**config.mk**
```make
export PLATFORM = sky130hd
export DESIGN_NAME = life_stepper
export DESIGN_NICKNAME = d
export VERILOG_FILES = /design/src/rtl/life_pkg.sv /design/src/rtl/life_row_next.sv /design/src/rtl/life_stepper.sv
export SDC_FILE = /design/constraint.sdc
export NUM_CORES = 1
export LEC_CHECK = 0
export CAP_MARGIN = 15
export CORE_UTILIZATION = 40
export DETAILED_ROUTE_END_ITERATION = 7
export MAX_ROUTING_LAYER = met4
export PLACE_DENSITY = 0.58
export SLEW_MARGIN = 20
export SYNTH_ARGS = -nofsm -noshare
export SYNTH_HDL_FRONTEND = slang
export SYNTH_SLANG_ARGS = --single-unit
```
**constraint.sdc**
```tcl
create_clock -name clk -period 6.8 [get_ports clk]
set_input_delay 1.7 -clock clk [delete_from_list [all_inputs] [get_ports clk]]
set_output_delay 1.7 -clock clk [all_outputs]
set_load 0.05 [all_outputs]
```
**src/rtl/life_pkg.sv**
```systemverilog
// ============================================================================
// Module : life_pkg
// Desc   : Shared grid defaults, stepper FSM states and B3/S23 rule helper.
// Rev    : 1.0  initial release
// ============================================================================
`default_nettype none

package life_pkg;

  localparam int LIFE_ROWS   = 4;
  localparam int LIFE_COLS   = 16;
  localparam int LIFE_ADDR_W = 2;

  typedef enum logic [2:0] {
    ST_IDLE    = 3'd0,
    ST_LOAD    = 3'd1,
    ST_COMPUTE = 3'd2,
    ST_WRITE   = 3'd3,
    ST_DONE    = 3'd4
  } state_e;

  localparam logic [3:0] BIRTH      = 4'd3;
  localparam logic [3:0] SURVIVE_LO = 4'd2;
  localparam logic [3:0] SURVIVE_HI = 4'd3;

  function automatic logic next_cell(input logic alive_i, input logic [3:0] count_i);
    if (alive_i) begin
      return (count_i >= SURVIVE_LO) && (count_i <= SURVIVE_HI);
    end
    return count_i == BIRTH;
  endfunction

endpackage

`default_nettype wire

```
**src/rtl/life_row_next.sv**
```systemverilog
// ============================================================================
// Module : life_row_next
// Desc   : Combinational next-generation row from above/current/below rows.
//          LIFE_STEPPER_WRAP_EN selects toroidal columns; otherwise edges dead.
// Rev    : 1.0  initial release
// ============================================================================
`default_nettype none

module life_row_next
  import life_pkg::*;
#(
  parameter int COLS = LIFE_COLS
) (
  input  logic [COLS-1:0] above_i,
  input  logic [COLS-1:0] cur_i,
  input  logic [COLS-1:0] below_i,
  output logic [COLS-1:0] next_o
);

  // Index 0 holds column -1, index COLS+1 holds column COLS.
  logic [COLS+1:0] above_x;
  logic [COLS+1:0] cur_x;
  logic [COLS+1:0] below_x;

`ifdef LIFE_STEPPER_WRAP_EN
  assign above_x = {above_i[0], above_i, above_i[COLS-1]};
  assign cur_x   = {cur_i[0],   cur_i,   cur_i[COLS-1]};
  assign below_x = {below_i[0], below_i, below_i[COLS-1]};
`else
  assign above_x = {1'b0, above_i, 1'b0};
  assign cur_x   = {1'b0, cur_i,   1'b0};
  assign below_x = {1'b0, below_i, 1'b0};
`endif

  generate
    for (genvar c = 0; c < COLS; c++) begin : g_col
      logic [3:0] nbr;
      assign nbr = 4'(above_x[c]) + 4'(above_x[c+1]) + 4'(above_x[c+2])
                 + 4'(cur_x[c])                      + 4'(cur_x[c+2])
                 + 4'(below_x[c]) + 4'(below_x[c+1]) + 4'(below_x[c+2]);
      assign next_o[c] = next_cell(cur_i[c], nbr);
    end
  endgenerate

endmodule

`default_nettype wire

```
**src/rtl/life_stepper.sv**
```systemverilog
// ============================================================================
// Module : life_stepper
// Desc   : Reads the grid through the selector port, computes one B3/S23
//          generation and writes it back. Macro LIFE_STEPPER_WRAP_EN = torus.
// Rev    : 1.0  initial release
// ============================================================================
`default_nettype none

module life_stepper
  import life_pkg::*;
#(
  parameter int ROWS   = LIFE_ROWS,
  parameter int COLS   = LIFE_COLS,
  parameter int ADDR_W = LIFE_ADDR_W
) (
  input  logic              clk,
  input  logic              rst,
  input  logic              start,
  output logic              busy,
  output logic              done,
  output logic [15:0]       gen_count,
  output logic [ADDR_W-1:0] array_selector,
  output logic              write_enb,
  output logic [COLS-1:0]   alive_in_selector,
  input  logic [COLS-1:0]   alive_out_selector
);

  localparam int                CNT_W        = ADDR_W + 1;
  localparam logic [CNT_W-1:0]  LOAD_LAST    = CNT_W'(ROWS);
  localparam logic [CNT_W-1:0]  ROW_LAST_CNT = CNT_W'(ROWS - 1);
  localparam logic [ADDR_W-1:0] ROW_LAST     = ADDR_W'(ROWS - 1);

  state_e            state_q, state_d;
  logic [CNT_W-1:0]  cnt_q, cnt_d;
  logic [15:0]       gen_count_q;
  logic [COLS-1:0]   shadow_q [ROWS];
  logic [COLS-1:0]   next_q   [ROWS];

  logic [ADDR_W-1:0] row;
  logic [CNT_W-1:0]  cnt_m1;
  logic [ADDR_W-1:0] load_idx;
  logic [COLS-1:0]   above_row, cur_row, below_row, next_row;

  assign row      = cnt_q[ADDR_W-1:0];
  assign cnt_m1   = cnt_q - CNT_W'(1);
  assign load_idx = cnt_m1[ADDR_W-1:0];
  assign cur_row  = shadow_q[row];

`ifdef LIFE_STEPPER_WRAP_EN
  assign above_row = shadow_q[(row == '0) ? ROW_LAST : row - 1'b1];
  assign below_row = shadow_q[(row == ROW_LAST) ? '0 : row + 1'b1];
`else
  assign above_row = (row == '0)       ? '0 : shadow_q[row - 1'b1];
  assign below_row = (row == ROW_LAST) ? '0 : shadow_q[row + 1'b1];
`endif

  life_row_next #(
    .COLS (COLS)
  ) u_row_next (
    .above_i (above_row),
    .cur_i   (cur_row),
    .below_i (below_row),
    .next_o  (next_row)
  );

  always_ff @(posedge clk) begin
    if (rst) begin
      state_q     <= ST_IDLE;
      cnt_q       <= '0;
      gen_count_q <= '0;
    end else begin
      state_q <= state_d;
      cnt_q   <= cnt_d;
      if (state_q == ST_DONE) begin
        gen_count_q <= gen_count_q + 16'd1;
      end
    end
  end

  // Read data lags the address by one cycle, so LOAD cycle r captures row r-1.
  always_ff @(posedge clk) begin
    if (rst) begin
      for (int i = 0; i < ROWS; i++) begin
        shadow_q[i] <= '0;
        next_q[i]   <= '0;
      end
    end else begin
      if (state_q == ST_LOAD && cnt_q != '0) begin
        shadow_q[load_idx] <= alive_out_selector;
      end
      if (state_q == ST_COMPUTE) begin
        next_q[row] <= next_row;
      end
    end
  end

  always_comb begin
    state_d           = state_q;
    cnt_d             = cnt_q;
    busy              = 1'b0;
    done              = 1'b0;
    write_enb         = 1'b0;
    array_selector    = '0;
    alive_in_selector = '0;
    case (state_q)
      ST_IDLE: begin
        if (start) begin
          state_d = ST_LOAD;
          cnt_d   = '0;
        end
      end
      ST_LOAD: begin
        busy           = 1'b1;
        array_selector = row;
        if (cnt_q == LOAD_LAST) begin
          state_d = ST_COMPUTE;
          cnt_d   = '0;
        end else begin
          cnt_d = cnt_q + CNT_W'(1);
        end
      end
      ST_COMPUTE: begin
        busy = 1'b1;
        if (cnt_q == ROW_LAST_CNT) begin
          state_d = ST_WRITE;
          cnt_d   = '0;
        end else begin
          cnt_d = cnt_q + CNT_W'(1);
        end
      end
      ST_WRITE: begin
        busy              = 1'b1;
        write_enb         = 1'b1;
        array_selector    = row;
        alive_in_selector = next_q[row];
        if (cnt_q == ROW_LAST_CNT) begin
          state_d = ST_DONE;
          cnt_d   = '0;
        end else begin
          cnt_d = cnt_q + CNT_W'(1);
        end
      end
      ST_DONE: begin
        done    = 1'b1;
        state_d = ST_IDLE;
      end
      default: state_d = ST_IDLE;
    endcase
  end

  assign gen_count = gen_count_q;

endmodule

`default_nettype wire

```
[Yosys cells after proc, flatten, opt, wreduce, memory -nomap -nowiden]
Memory sizes are Yosys's and may differ from the RTL's. A register that Yosys moved wholly into a read port is not among the register bits.
Index checks and enable logic that the tools add are counted.
Storage, ports and cells
  flip-flop bits (word level): 22
  memory bits (writable): 128
  bits of input ports: 19
  output and inout port bits: 37
  memories: 2
Operators by class
  add/sub/neg operators: 110
  order comparisons: 32
  equality and inequality tests: 27
  multiplexer cells: 82
  reduce and logical (&&, ||, !) cells: 28
Memories
  next_q: depth 4, bits a word 16, rd ports 1, clocked after memory_dff 1, write ports 4, RTL line life_stepper.sv:37  | logic [COLS-1:0] next_q [ROWS];
  shadow_q: depth 4, bits a word 16, rd ports 3, clocked after memory_dff 1, write ports 4, RTL line life_stepper.sv:36  | logic [COLS-1:0] shadow_q [ROWS];
Operator list (count)
  $add A4 B1 Y4: 90
  $mux W16: 5
  $eq A4 B2 Y1 const B: 16
  $ge A4 B2 Y1 const B: 16
  $le A4 B2 Y1 const B: 16
  $mux W1: 61
  $reduce_or A16 Y1: 2
  $add A1 B1 Y2: 15
  $mux W3: 7
  $logic_and A1 B1 Y1: 17
  $add A16 B1 Y16 const B: 1
  $mux W2: 7
  $pmux W3 S4: 1
  $eq A3 B2 Y1 const B: 3
  $pmux W3 S3: 1
  $eq A3 B3 Y1 const B: 2
  $reduce_bool A3 Y1: 2
  $ne A2 B1 Y1 const B: 2
  $ne A2 B2 Y1 const B: 2
  $reduce_and A4 Y1: 1
  $reduce_or A2 Y1: 2
  $sub A2 B1 Y2 const B: 2
  $add A3 B1 Y3 const B: 1
  $eq A3 B1 Y1 const B: 1
  other kinds (6): 6

[Logic depth before layout (Yosys ltp)]
Gate-level depths: netlist of the first run.
An unclocked memory read counts as a cell.
  depth in word-level cells: 15
  depth in mapped cells: 17

[By module]
A second synthesis of the first run with hierarchy kept.
Unflattened totals
  cell total of the unflattened synthesis: 863
  area total of the unflattened synthesis: 10438.8 µm²
Modules (own cells, without submodules)
  life_stepper: instances 1, cells an instance 554, area each 7795.0 µm², seq. area each 4324.1 µm²
  life_row_next: instances 1, cells an instance 309, area each 2643.8 µm², seq. area each 0.0 µm²

[Least setup slack after synthesis of the first run]
Ideal clock, no wire load.
  path kind: register -> register
  from: register cnt_q[0]
  to: memory next_q[1][14] (netlist name) (data pin)
  arrival time: 5.075 ns
  setup slack: 1.584 ns
  cell stages (with the launch flop): 15
  path buffers: 2
  period minus slack after synthesis: 5.216 ns
  cell sequence: dfxtp_1 clkinv_1 ha_1 clkbuf_1 clkbuf_1 mux4_2 nor2b_1 ha_1 fa_1 fa_1 fa_1 inv_1 fa_1 or4_1 nor2_1
RTL lines
  start: declaration: RTL line life_stepper.sv:34  | logic [CNT_W-1:0] cnt_q, cnt_d;
  start signal: assignment: RTL line life_stepper.sv:73  | cnt_q <= cnt_d;
  end: declaration: RTL line life_stepper.sv:37

==> summary.log, run 1 <==
[run_status] result of the run finished clean
[sta] actual slew at the worst max-slew pin 1.03 ns
[synth] Post-Syn Area 0.0101 mm^2
[critical_path] length in cells of the worst reg-to-reg path 13
[cts] Clock Tree Buf Depth 2
[power_and_ir_drop] Pwr Density 221 mW/mm^2
[cts] clock slew at the register clock pins of the worst setup and hold paths 0.06 ns
[power_and_ir_drop] switching share of power 27.5%
[global_routing] global-route wire length before repair 35.1 mm
[global_routing] pin count of the biggest net entering global routing 40
[global_routing] remaining global-route overflow 0
[global_routing] global-route total usage across every layer 18.1%
[critical_path] endpoint required time on the critical path 7.06 ns
[power_and_ir_drop] Pleak 4.45 nW
[critical_path] R2R Setup Slk 1.58 ns
[sta] Final Cycle Share 76.7%
[routing] Routed Antenna Nets 0
[sta] Slew Viols, Final 0
[power_and_ir_drop] internal power contribution 0.00185 W
[cells_and_area] proportion of layout cells with a drive suffix above 1 14.4%
[floorplanning] DIE AREA 0.0260 mm^2
[global_routing] via count of the first global-routing pass 6,440
[critical_path] RR Endpoint next_q[0][14]
[cts] Num Clock Sinks 152
[critical_path] capturing instance or port of the critical path next_q[0][14]
[critical_path] most common cell type on the critical path fa_1
[sta] worst setup slack after layout 1.58 ns
[cells_and_area] Syn-to-layout area delta 14.3%
[synth] number of synthesized register bits 152
[global_routing] antenna violations before repair 0
[critical_path] cell at the slowest stage of the critical path or4_1
[worst_hold_path] Min-Delay Path Class register to register
[routing] routed length per instance 18.2 um
[routing] detail-routed via count per cell 5.28
[floorplanning] Starting Density 41.2%
[floorplanning] core area 0.0246 mm^2
[synth] FFs w/ async S/R, synth 0%
[critical_path] critical path peak fanout 38
[sta] Slew headroom 31.3%
[power_and_ir_drop] power share of the clock group 38.1%
[synth] average size of a mapped cell 12.8 um^2
[power_and_ir_drop] total chip power 0.00256 W
[critical_path] category of the critical setup timing path register to register
[synth] Area contributors post-synth edfxtp_1 (38%), mux4_2 (13%), fa_1 (12%)
[routing] Iteration-0 DRC Markers 379
[critical_path] Crit Reg-Reg Startpoint cnt_q[0]
[critical_path] critical path's largest stage delay 0.62 ns
[cts] CTS Hold Buffers Added 0
[critical_path] kind of cell with the highest combined delay on the critical path adder cells
[cts] number of gates resized after cts 0
[synth] post-synthesis cell type with the largest combined area edfxtp_1
[cts] level count of the clock H-tree 4
[sta] clock tree skew after final layout 0.0140 ns
[cts] number of setup buffers added after CTS 0
[synth] Yosys cell types 56
[floorplanning] horizontal die dimension 161 um
[power_and_ir_drop] Net Sw Power 0.000704 W
[cts] latest clock arrival within the worst-skew pair 0.43 ns
[cells_and_area] fill cell count 2,206
[synth] share of Yosys cell area claimed by the top area cell type 37.9%
[cells_and_area] post-layout util 47.1%
[floorplanning] Die Y 161 um
[cells_and_area] final layout net count 970
[critical_path] cell chain of the critical path clkinv_1 > ha_1 > buf_4 > mux4_2 > nor2b_1 > ha_1 > fa_1 > fa_1 > fa_1 > inv_1 > fa_1 > or4_1 > nor2_1
[power_and_ir_drop] maximum ir drop on the vdd rail 0.138 mV
[sta] sum of negative setup slack 0 ns
[floorplanning] num ports 56
[synth] number of nets in the synthesized netlist 925
[critical_path] number of cells on the critical path 13
[place] Placement Setup Slack 1.60 ns
[sta] Final Hold Slack 0.486 ns
[cts] clock tree root driver cell clkbuf_16
[synth] share of synthesized area occupied by flip-flops and latches 42.7%
[routing] total wirelength of the detailed-routed design 21.4 mm
[critical_path] critical path data arrival time 5.47 ns
[cts] number of buffers created by CTS 17
[sta] Setup violations, final 0
[critical_path] sort of element at the end of the critical path register
[sta] Final Hold Fails 0
[place] DP Wirelength 15.1 mm
[cts] TritonCTS clock tree done
[sta] Max Freq 192 MHz
[routing] first-pass detailed-route iteration total 5
[critical_path] nature of the critical path startpoint register
[run] max_cap viols 0
[synth] number of enable flip-flop cells after synthesis 128
[place] # port buffers 55
[sta] post-layout minimum cycle time 5.22 ns
[routing] number of remaining DRC errors 0
[critical_path] number of buffer and inverter stages on the critical path 3
[place] GP Congestion 0.784
[synth] predominant post-synthesis flop cell edfxtp_1
[critical_path] startpoint of the worst setup timing path cnt_q[0]
[routing] total via count in the routed design 6,213
[sta] unrepaired setup endpoints after global routing no
[power_and_ir_drop] register share of total power 41.5%
[cells_and_area] antenna diode count 0
[synth] cell count after synthesis 795
[power_and_ir_drop] combinational cell fraction of total power 20.4%
[synth] Ys Warns 0
[floorplanning] Core Rows 57
==> worst min-delay path, cell delays in order, from the launching register on <==
cell,delay (ns)
dfxtp_1,0.32
o21ai_0,0.07
a21oi_1,0.06
==> through the flow <==
stage	std cells	instance area [um^2]
after floorplan	795	10100
after global placement	1145	11000
after detailed placement	1145	11000
after CTS	1177	11600
after global routing	1177	11600
final	1177	11600
==> layout by cell type (no fill, tap or decap), types with 7 or more instances in the layout <==
master	n
a211oi_1	8
a21oi_1	9
and2_1	78
and3_1	19
buf_4	9
clkbuf_16	17
clkdlybuf4s50_1	55
dfxtp_1	21
edfxtp_1	128
fa_1	61
ha_1	50
inv_1	78
mux2i_1	11
mux4_2	60
nand2_1	17
nand3_1	11
nor2_1	94
nor2b_1	22
nor3_1	7
or4_4	11
==> logic make-up (layout without fill, tap and decap cells) <==
logic type | Yosys count | in the layout | synth area share [%]
buf+inv | 117 | 175 | 4.71
simple gates | 287 | 287 | 15.8
mux | 73 | 73 | 14.6
fa+ha+maj | 111 | 111 | 18.2
xor+xnor | 12 | 12 | 1.04
compound gates | 43 | 43 | 2.99
flops | 152 | 152 | 42.7
==> Yosys cell counts, drive strengths merged, types with 6 or more instances <==
cell type / number
and3: 19
xnor2: 6
mux2i: 11
nand2: 17
clkbuf: 21
dfxtp: 24
nor2b: 22
nor3: 7
edfxtp: 128
a211oi: 8
ha: 50
nor2: 94
inv: 78
fa: 61
or4: 12
nand3: 11
xor2: 6
and2: 78
a21oi: 9
mux4: 60
buf: 17
==> layout make-up <==
cell class,instances,area (um^2),share of cell area [%]
Tap cell,324,405,3.50
Timing Repair Buffer,64,618,5.33
Clock buffer,18,429,3.70
Sequential cell,152,4330,37.4
Multi-Input combinational cell,526,5340,46.0
Inverter,79,297,2.56
Clock inverter,14,173,1.49
==> registers in the layout, indices dropped and copies added (netlist names), named ones only <==
signal,count
next_q,64
shadow_q,64
gen_count,16
cnt_q,3
state_q,3
==> power groups by stage <==
stage / combinational [W] / sequential [W] / clock (W)
after floorplan: 0.000417 / 0.00107 / 0
after global placement: 0.000514 / 0.00108 / 0
after detailed placement: 0.000528 / 0.00108 / 0
after CTS: 0.000532 / 0.00106 / 0.000991
after global routing: 0.000601 / 0.00106 / 0.00103
final: 0.000522 / 0.00106 / 0.000976
==> metal layers <==
layer	vias up	wire length [um]	track usage [%]	part of all wire, %
li1	2920	-	-	-
met5	-	0	-	0
met2	137	9870	27.4	46
met4	0	235	4.97	1.1
met3	11	821	2.59	3.8
met1	3145	10500	25.4	49
==> how the worst min path moves through the flow <==
stage | startpoint | end | slack [ns] | cells after the start
floorplan | cnt_q[1] | register | 0.57 | 2
global placement | gen_count[15] | gen_count[15] | 0.47 | 2
detailed placement | gen_count[15] | gen_count[15] | 0.48 | 2
CTS | gen_count[15] | gen_count[15] | 0.49 | 2
global route | gen_count[15] | gen_count[15] | 0.53 | 2
finish | gen_count[15] | gen_count[15] | 0.49 | 2
(Power assumes the default switching activity.)
==> run 2, diff against run 1 <==
Clock period 6.8 ns to 4.85 ns, I/O delays scaled along.
==> run 2 against run 1 <==
- utilization is 0.55 points higher
- register-to-register slack worse by 1.4 ns
- sequential power rose by 41%
- total power grew 40%
- combinational power increased by 44%
- clock power rose by 38%
==> summary.log, run 2 (synthesis results as in run 1) <==
[run_status] result of the run finished clean
[floorplanning] DIE AREA 0.0260 mm^2
[critical_path] cell at the slowest stage of the critical path or4_4
[run] max_cap viols 0
[critical_path] R2R Setup Slk 0.20 ns
[sta] post-layout minimum cycle time 4.65 ns
[global_routing] global-route wire length before repair 35.5 mm
[routing] first-pass detailed-route iteration total 5
[global_routing] via count of the first global-routing pass 6,464
[worst_hold_path] Min-Delay Path Class register to register
[worst_hold_path] number of instances on the worst hold path 2
[sta] Max Freq 215 MHz
[place] total instance count after detailed placement 1,158
[cells_and_area] Finished Layout Cells 1,190
[power_and_ir_drop] Pwr Density 306 mW/mm^2
[sta] actual slew at the worst max-slew pin 0.829 ns
[sta] Final Hold Fails 0
[cells_and_area] most common cell after layout, fill and taps aside edfxtp_1
[critical_path] critical path data arrival time 4.91 ns
[critical_path] number of cells on the critical path 13
[sta] unrepaired setup endpoints after global routing yes
[critical_path] sort of element at the end of the critical path register
[critical_path] length in cells of the worst reg-to-reg path 13
[cts] number of buffers created by CTS 17
[global_routing] global-route total usage across every layer 18.2%
[routing] total via count in the routed design 6,159
[global_routing] pin count of the biggest net entering global routing 40
[critical_path] cell chain of the critical path clkinv_2 > ha_4 > buf_4 > mux4_2 > nor2b_2 > ha_1 > fa_1 > fa_1 > fa_1 > inv_1 > fa_1 > or4_4 > nor2_1
[critical_path] critical path peak fanout 20
[cells_and_area] Syn-to-layout area delta 15.6%
[cells_and_area] final layout net count 983
[global_routing] antenna violations before repair 0
[critical_path] kind of cell with the highest combined delay on the critical path adder cells
[critical_path] category of the critical setup timing path register to register
[floorplanning] core area 0.0246 mm^2
[routing] routed length per instance 18.1 um
[place] # port buffers 55
[cells_and_area] proportion of layout cells with a drive suffix above 1 16.4%
[routing] Routed Antenna Nets 0
[cts] Clock Tree Buf Depth 2
[floorplanning] horizontal die dimension 161 um
[floorplanning] Core Rows 57
[sta] clock tree skew after final layout 0.00954 ns
[critical_path] endpoint required time on the critical path 5.11 ns
[floorplanning] Die Y 161 um
[power_and_ir_drop] total chip power 0.00359 W
[sta] worst setup slack after layout 0.202 ns
[cts] TritonCTS clock tree done
[cts] Num Clock Sinks 152
[cts] clock slew at the register clock pins of the worst setup and hold paths 0.07 ns
[cts] CTS Hold Buffers Added 0
[floorplanning] num ports 56
[place] GP Congestion 0.771
[routing] number of remaining DRC errors 0
[place] DP Wirelength 15.5 mm
[cts] number of setup buffers added after CTS 0
[cts] level count of the clock H-tree 4
[critical_path] critical path's largest stage delay 0.58 ns
[sta] Setup violations, final 0
[routing] total wirelength of the detailed-routed design 21.5 mm
[critical_path] most common cell type on the critical path fa_1
[cells_and_area] post-layout util 47.6%
[routing] Iteration-0 DRC Markers 401
[floorplanning] Starting Density 41.2%
[sta] Slew Viols, Final 0
[cells_and_area] leading cell types in the layout, fill and taps excluded edfxtp_1 (128), nor2_1 (94), inv_1 (78), and2_1 (78), fa_1 (61)
[cts] clock tree root driver cell clkbuf_16
[critical_path] number of buffer and inverter stages on the critical path 3
[global_routing] remaining global-route overflow 0
[power_and_ir_drop] maximum ir drop on the vdd rail 0.190 mV
[sta] Final Cycle Share 95.8%
[place] Placement Setup Slack 0.217 ns
[cts] latest clock arrival within the worst-skew pair 0.42 ns
[routing] detail-routed via count per cell 5.18
[power_and_ir_drop] Pleak 4.51 nW
[critical_path] nature of the critical path startpoint register
[cells_and_area] antenna diode count 0
[sta] Slew headroom 44.7%
[run 2: changes by cell type in the layout (fill, tap and decap cells not counted), sizes merged]
cell      delta
buf         +13
clkbuf       +2
clkinv       -2
clkinvlp     +3
inv          -3
[run 2: what timing repair did]
item                                    4_1_cts  5_1_grt
gates resized for setup                       0        5
hold endpoints to repair                      0        0
endpoints found under the setup margin        0       11
[run 2: power by group]
group / total [W] / switching (W) / internal [W]
sequential: 0.00149 / 0.0000324 / 0.00146
clock: 0.00135 / 0.000543 / 0.000807
combinational: 0.000753 / 0.000405 / 0.000348
[run 2: final timing paths]
path,startpoint,end
setup / recovery,cnt_q[0],next_q[2][10]
hold / removal,gen_count[15],gen_count[15]
setup reg to reg,cnt_q[0],next_q[2][10]
hold reg to reg,gen_count[15],gen_count[15]
[run 2: worst reg2reg max path: cells and delay by family (launching register included)]
kind                       cells  cell delay, ns
muxes                          1            0.31
adders and majority gates      6            2.54
buffers and inverters          3            0.36
and+or+nand+nor                3            0.91
DFF                            1            0.37
[run 2: layout make-up]
| type | count | area (um^2) |
|---|---|---|
| clock buffers | 20 | 437 |
| clock inverters | 12 | 153 |
| fillers | 2207 | 12900 |
| inverters | 79 | 298 |
| multi-input cells | 526 | 5360 |
| flip-flops and latches | 152 | 4330 |
| well taps | 324 | 405 |
| repair buffers | 77 | 741 |
[run 2: through the flow]
stage	TNS (ns)	instance area [um^2]	hold WS (ns)
after floorplan	0	10200	0.569
after global placement	0	11100	0.471
after detailed placement	0	11100	0.486
after CTS	0	11700	0.496
after global routing	-0.0109	11700	0.535
final	0	11700	0.490
[run 2: per-layer routing]
| metal | vias up | track usage [%] | part of all wire [%] |
|---|---|---|---|
| li1 | 2950 | - | - |
| met1 | 3089 | 25.5 | 50 |
| met2 | 105 | 27.9 | 46 |
| met3 | 15 | 2.67 | 3.1 |
| met4 | 0 | 4.59 | 1.0 |
| met5 | - | - | 0 |
==> run 3, diff against run 2 <==
Settings changed: PLACE_DENSITY 0.58 to 0.6.
Clock period 4.85 ns to 3.85 ns, I/O delays scaled along.
==> run 3 against run 2 <==
- the flow now finishes with violations (setup timing)
- sequential power grew 26%
- critical path depth grew 1
- fmax grew 5.1%
- critical endpoint unchanged
- largest cell class unchanged
- highest routed layer unchanged
==> summary.log, run 3 (synthesis results as in run 1) <==
[routing] total via count in the routed design 6,735
[global_routing] pin count of the biggest net entering global routing 29
[critical_path] cell chain of the critical path clkinv_4 > ha_4 > buf_6 > mux4_2 > nor2b_4 > buf_6 > ha_4 > fa_1 > fa_1 > fa_2 > inv_2 > fa_2 > or4_4 > nor2_1
[sta] Final Cycle Share 115%
[place] GP Congestion 0.819
[routing] Iteration-0 DRC Markers 350
[sta] Setup violations, final 56
[power_and_ir_drop] Net Sw Power 0.00138 W
[cts] Num Clock Sinks 152
[power_and_ir_drop] Pwr Density 370 mW/mm^2
[power_and_ir_drop] maximum ir drop on the vdd rail 0.252 mV
[cells_and_area] antenna diode count 0
[run_status] result of the run finished with violations
[routing] total wirelength of the detailed-routed design 23.2 mm
[sta] clock tree skew after final layout 0.00894 ns
[critical_path] sort of element at the end of the critical path register
[critical_path] startpoint of the worst setup timing path cnt_q[0]
[sta] Max Freq 226 MHz
[cts] number of buffers created by CTS 17
[sta] worst setup slack after layout -0.574 ns
[critical_path] critical path's largest stage delay 0.55 ns
[floorplanning] Core Rows 57
[cells_and_area] final layout net count 1,124
[critical_path] capturing instance or port of the critical path next_q[2][10]
[critical_path] number of cells on the critical path 14
[floorplanning] DIE AREA 0.0260 mm^2
[critical_path] nature of the critical path startpoint register
[critical_path] critical path peak fanout 7
[global_routing] global-route total usage across every layer 19.4%
[critical_path] cell at the slowest stage of the critical path or4_4
[worst_hold_path] Min-Delay Path Class register to register
[power_and_ir_drop] combinational cell fraction of total power 26.5%
[global_routing] antenna violations before repair 0
[critical_path] Crit Reg-Reg Startpoint cnt_q[0]
[sta] unrepaired setup endpoints after global routing yes
[critical_path] critical path data arrival time 4.69 ns
[sta] actual slew at the worst max-slew pin 0.810 ns
[critical_path] endpoint required time on the critical path 4.12 ns
[cts] clock tree root driver cell clkbuf_16
[sta] Slew headroom 45.9%
[run] max_cap viols 0
[power_and_ir_drop] power share of the clock group 35.8%
[routing] number of remaining DRC errors 0
[global_routing] remaining global-route overflow 0
[place] DP Wirelength 16.8 mm
[sta] Slew Viols, Final 0
[cts] clock slew at the register clock pins of the worst setup and hold paths 0.07 ns
[cells_and_area] Finished Layout Cells 1,331
[routing] Routed Antenna Nets 0
[floorplanning] horizontal die dimension 161 um
[run_status] failing checks setup timing
[cts] latest clock arrival within the worst-skew pair 0.43 ns
[power_and_ir_drop] switching share of power 27.9%
[floorplanning] num ports 56
[cts] CTS Hold Buffers Added 0
[critical_path] length in cells of the worst reg-to-reg path 14
[critical_path] number of buffer and inverter stages on the critical path 4
[critical_path] kind of cell with the highest combined delay on the critical path adder cells
[cells_and_area] most common cell after layout, fill and taps aside buf_4
[place] # port buffers 55
[cells_and_area] combined area of the multi-input logic cells 0.00587 mm^2
[cts] TritonCTS clock tree done
[floorplanning] Starting Density 41.2%
[critical_path] category of the critical setup timing path register to register
[cells_and_area] sequential cell area 0.00433 mm^2
[cts] level count of the clock H-tree 4
[global_routing] global-route wire length before repair 37.8 mm
[cells_and_area] Syn-to-layout area delta 32.1%
[sta] Final Hold Fails 0
[critical_path] RR Endpoint next_q[2][10]
[cells_and_area] proportion of layout cells with a drive suffix above 1 39.7%
[place] total instance count after detailed placement 1,261
[sta] post-layout minimum cycle time 4.42 ns
[routing] routed length per instance 17.4 um
[cells_and_area] fill cell count 2,070
[critical_path] R2R Setup Slk -0.57 ns
[power_and_ir_drop] Pleak 5.24 nW
[cells_and_area] post-layout util 54.5%
[power_and_ir_drop] internal power contribution 0.00357 W
[sta] Final Hold Slack 0.491 ns
[routing] first-pass detailed-route iteration total 5
[global_routing] via count of the first global-routing pass 7,054
[floorplanning] Die Y 161 um
[floorplanning] core area 0.0246 mm^2
[cells_and_area] leading cell types in the layout, fill and taps excluded buf_4 (145), edfxtp_1 (128), and2_1 (78)
[power_and_ir_drop] register share of total power 37.7%
[power_and_ir_drop] total chip power 0.00496 W
[cts] Clock Tree Buf Depth 2
[routing] detail-routed via count per cell 5.06
-- run 3: cell count changes in the layout (fill, tap and decap cells not counted), moves of 17 or more --
| cell | previous run | this run |
|---|---|---|
| buf_4 | 20 | 145 |
| fa_1 | 61 | 36 |
| fa_2 | 0 | 25 |
| inv_1 | 78 | 52 |
| inv_2 | 0 | 26 |
| nor2_1 | 94 | 77 |
| nor2_2 | 0 | 17 |
-- run 3: worst min-delay path by stage --
stage / cells after the start / to / slack (ns) / start
after floorplan: 2 / cnt_q[1] / 0.52 / cnt_q[1]
after global placement: 2 / gen_count[15] / 0.47 / gen_count[15]
after detailed placement: 2 / gen_count[15] / 0.48 / gen_count[15]
after CTS: 2 / gen_count[15] / 0.49 / gen_count[15]
after global routing: 2 / gen_count[15] / 0.51 / gen_count[15]
final: 2 / gen_count[15] / 0.49 / gen_count[15]
-- run 3: per-layer routing --
| metal | GRT usage [%] | vias up | wire length [um] |
|---|---|---|---|
| li1 | - | 3244 | - |
| met1 | 27.1 | 3348 | 11400 |
| met2 | 30.3 | 126 | 10800 |
| met3 | 2.29 | 17 | 686 |
| met4 | 5.15 | 0 | 244 |
| met5 | - | - | 0 |
-- run 3: timing repair --
action | CTS | global route
resized for setup | 47 | 31
pin swaps | 48 | 24
setup buffers | 23 | 18
setup endpoints to repair | 61 | 74
-- run 3: cell type report --
type | count | share of cell area, %
clock inverter | 13 | 1.27
timing repair buffer | 218 | 13.9
sequential | 152 | 32.3
clock buffer | 19 | 3.38
multi-input combinational | 526 | 43.8
inverter | 79 | 2.25
tap | 324 | 3.03
-- run 3: stage by stage --
| step | TNS, ns | instance area, um^2 | worst slack, ns |
|---|---|---|---|
| 6_report | -24.82 | 13400 | -0.574 |
| 5_1_grt | -32.83 | 13400 | -0.701 |
| 4_1_cts | -24.35 | 13200 | -0.541 |
| 3_5_place_dp | -25.92 | 12200 | -0.570 |
| 3_3_place_gp | -23.46 | 12200 | -0.485 |
| 2_1_floorplan | -21.14 | 10500 | -0.434 |
-- run 3: tightest hold or removal path: stages, from the launching register on --
cell and delay, ns:
dfxtp_1 0.32, o21ai_0 0.07, a21oi_1 0.06
-- run 3: power by group through the flow --
| stage | Clock, W | Sequential [W] | Combinational [W] |
|---|---|---|---|
| after floorplan | 0 | 0.00189 | 0.000810 |
| after global placement | 0 | 0.00190 | 0.00111 |
| after detailed placement | 0 | 0.00190 | 0.00115 |
| after CTS | 0.00180 | 0.00187 | 0.00127 |
| after global routing | 0.00187 | 0.00187 | 0.00149 |
| final | 0.00177 | 0.00187 | 0.00132 |
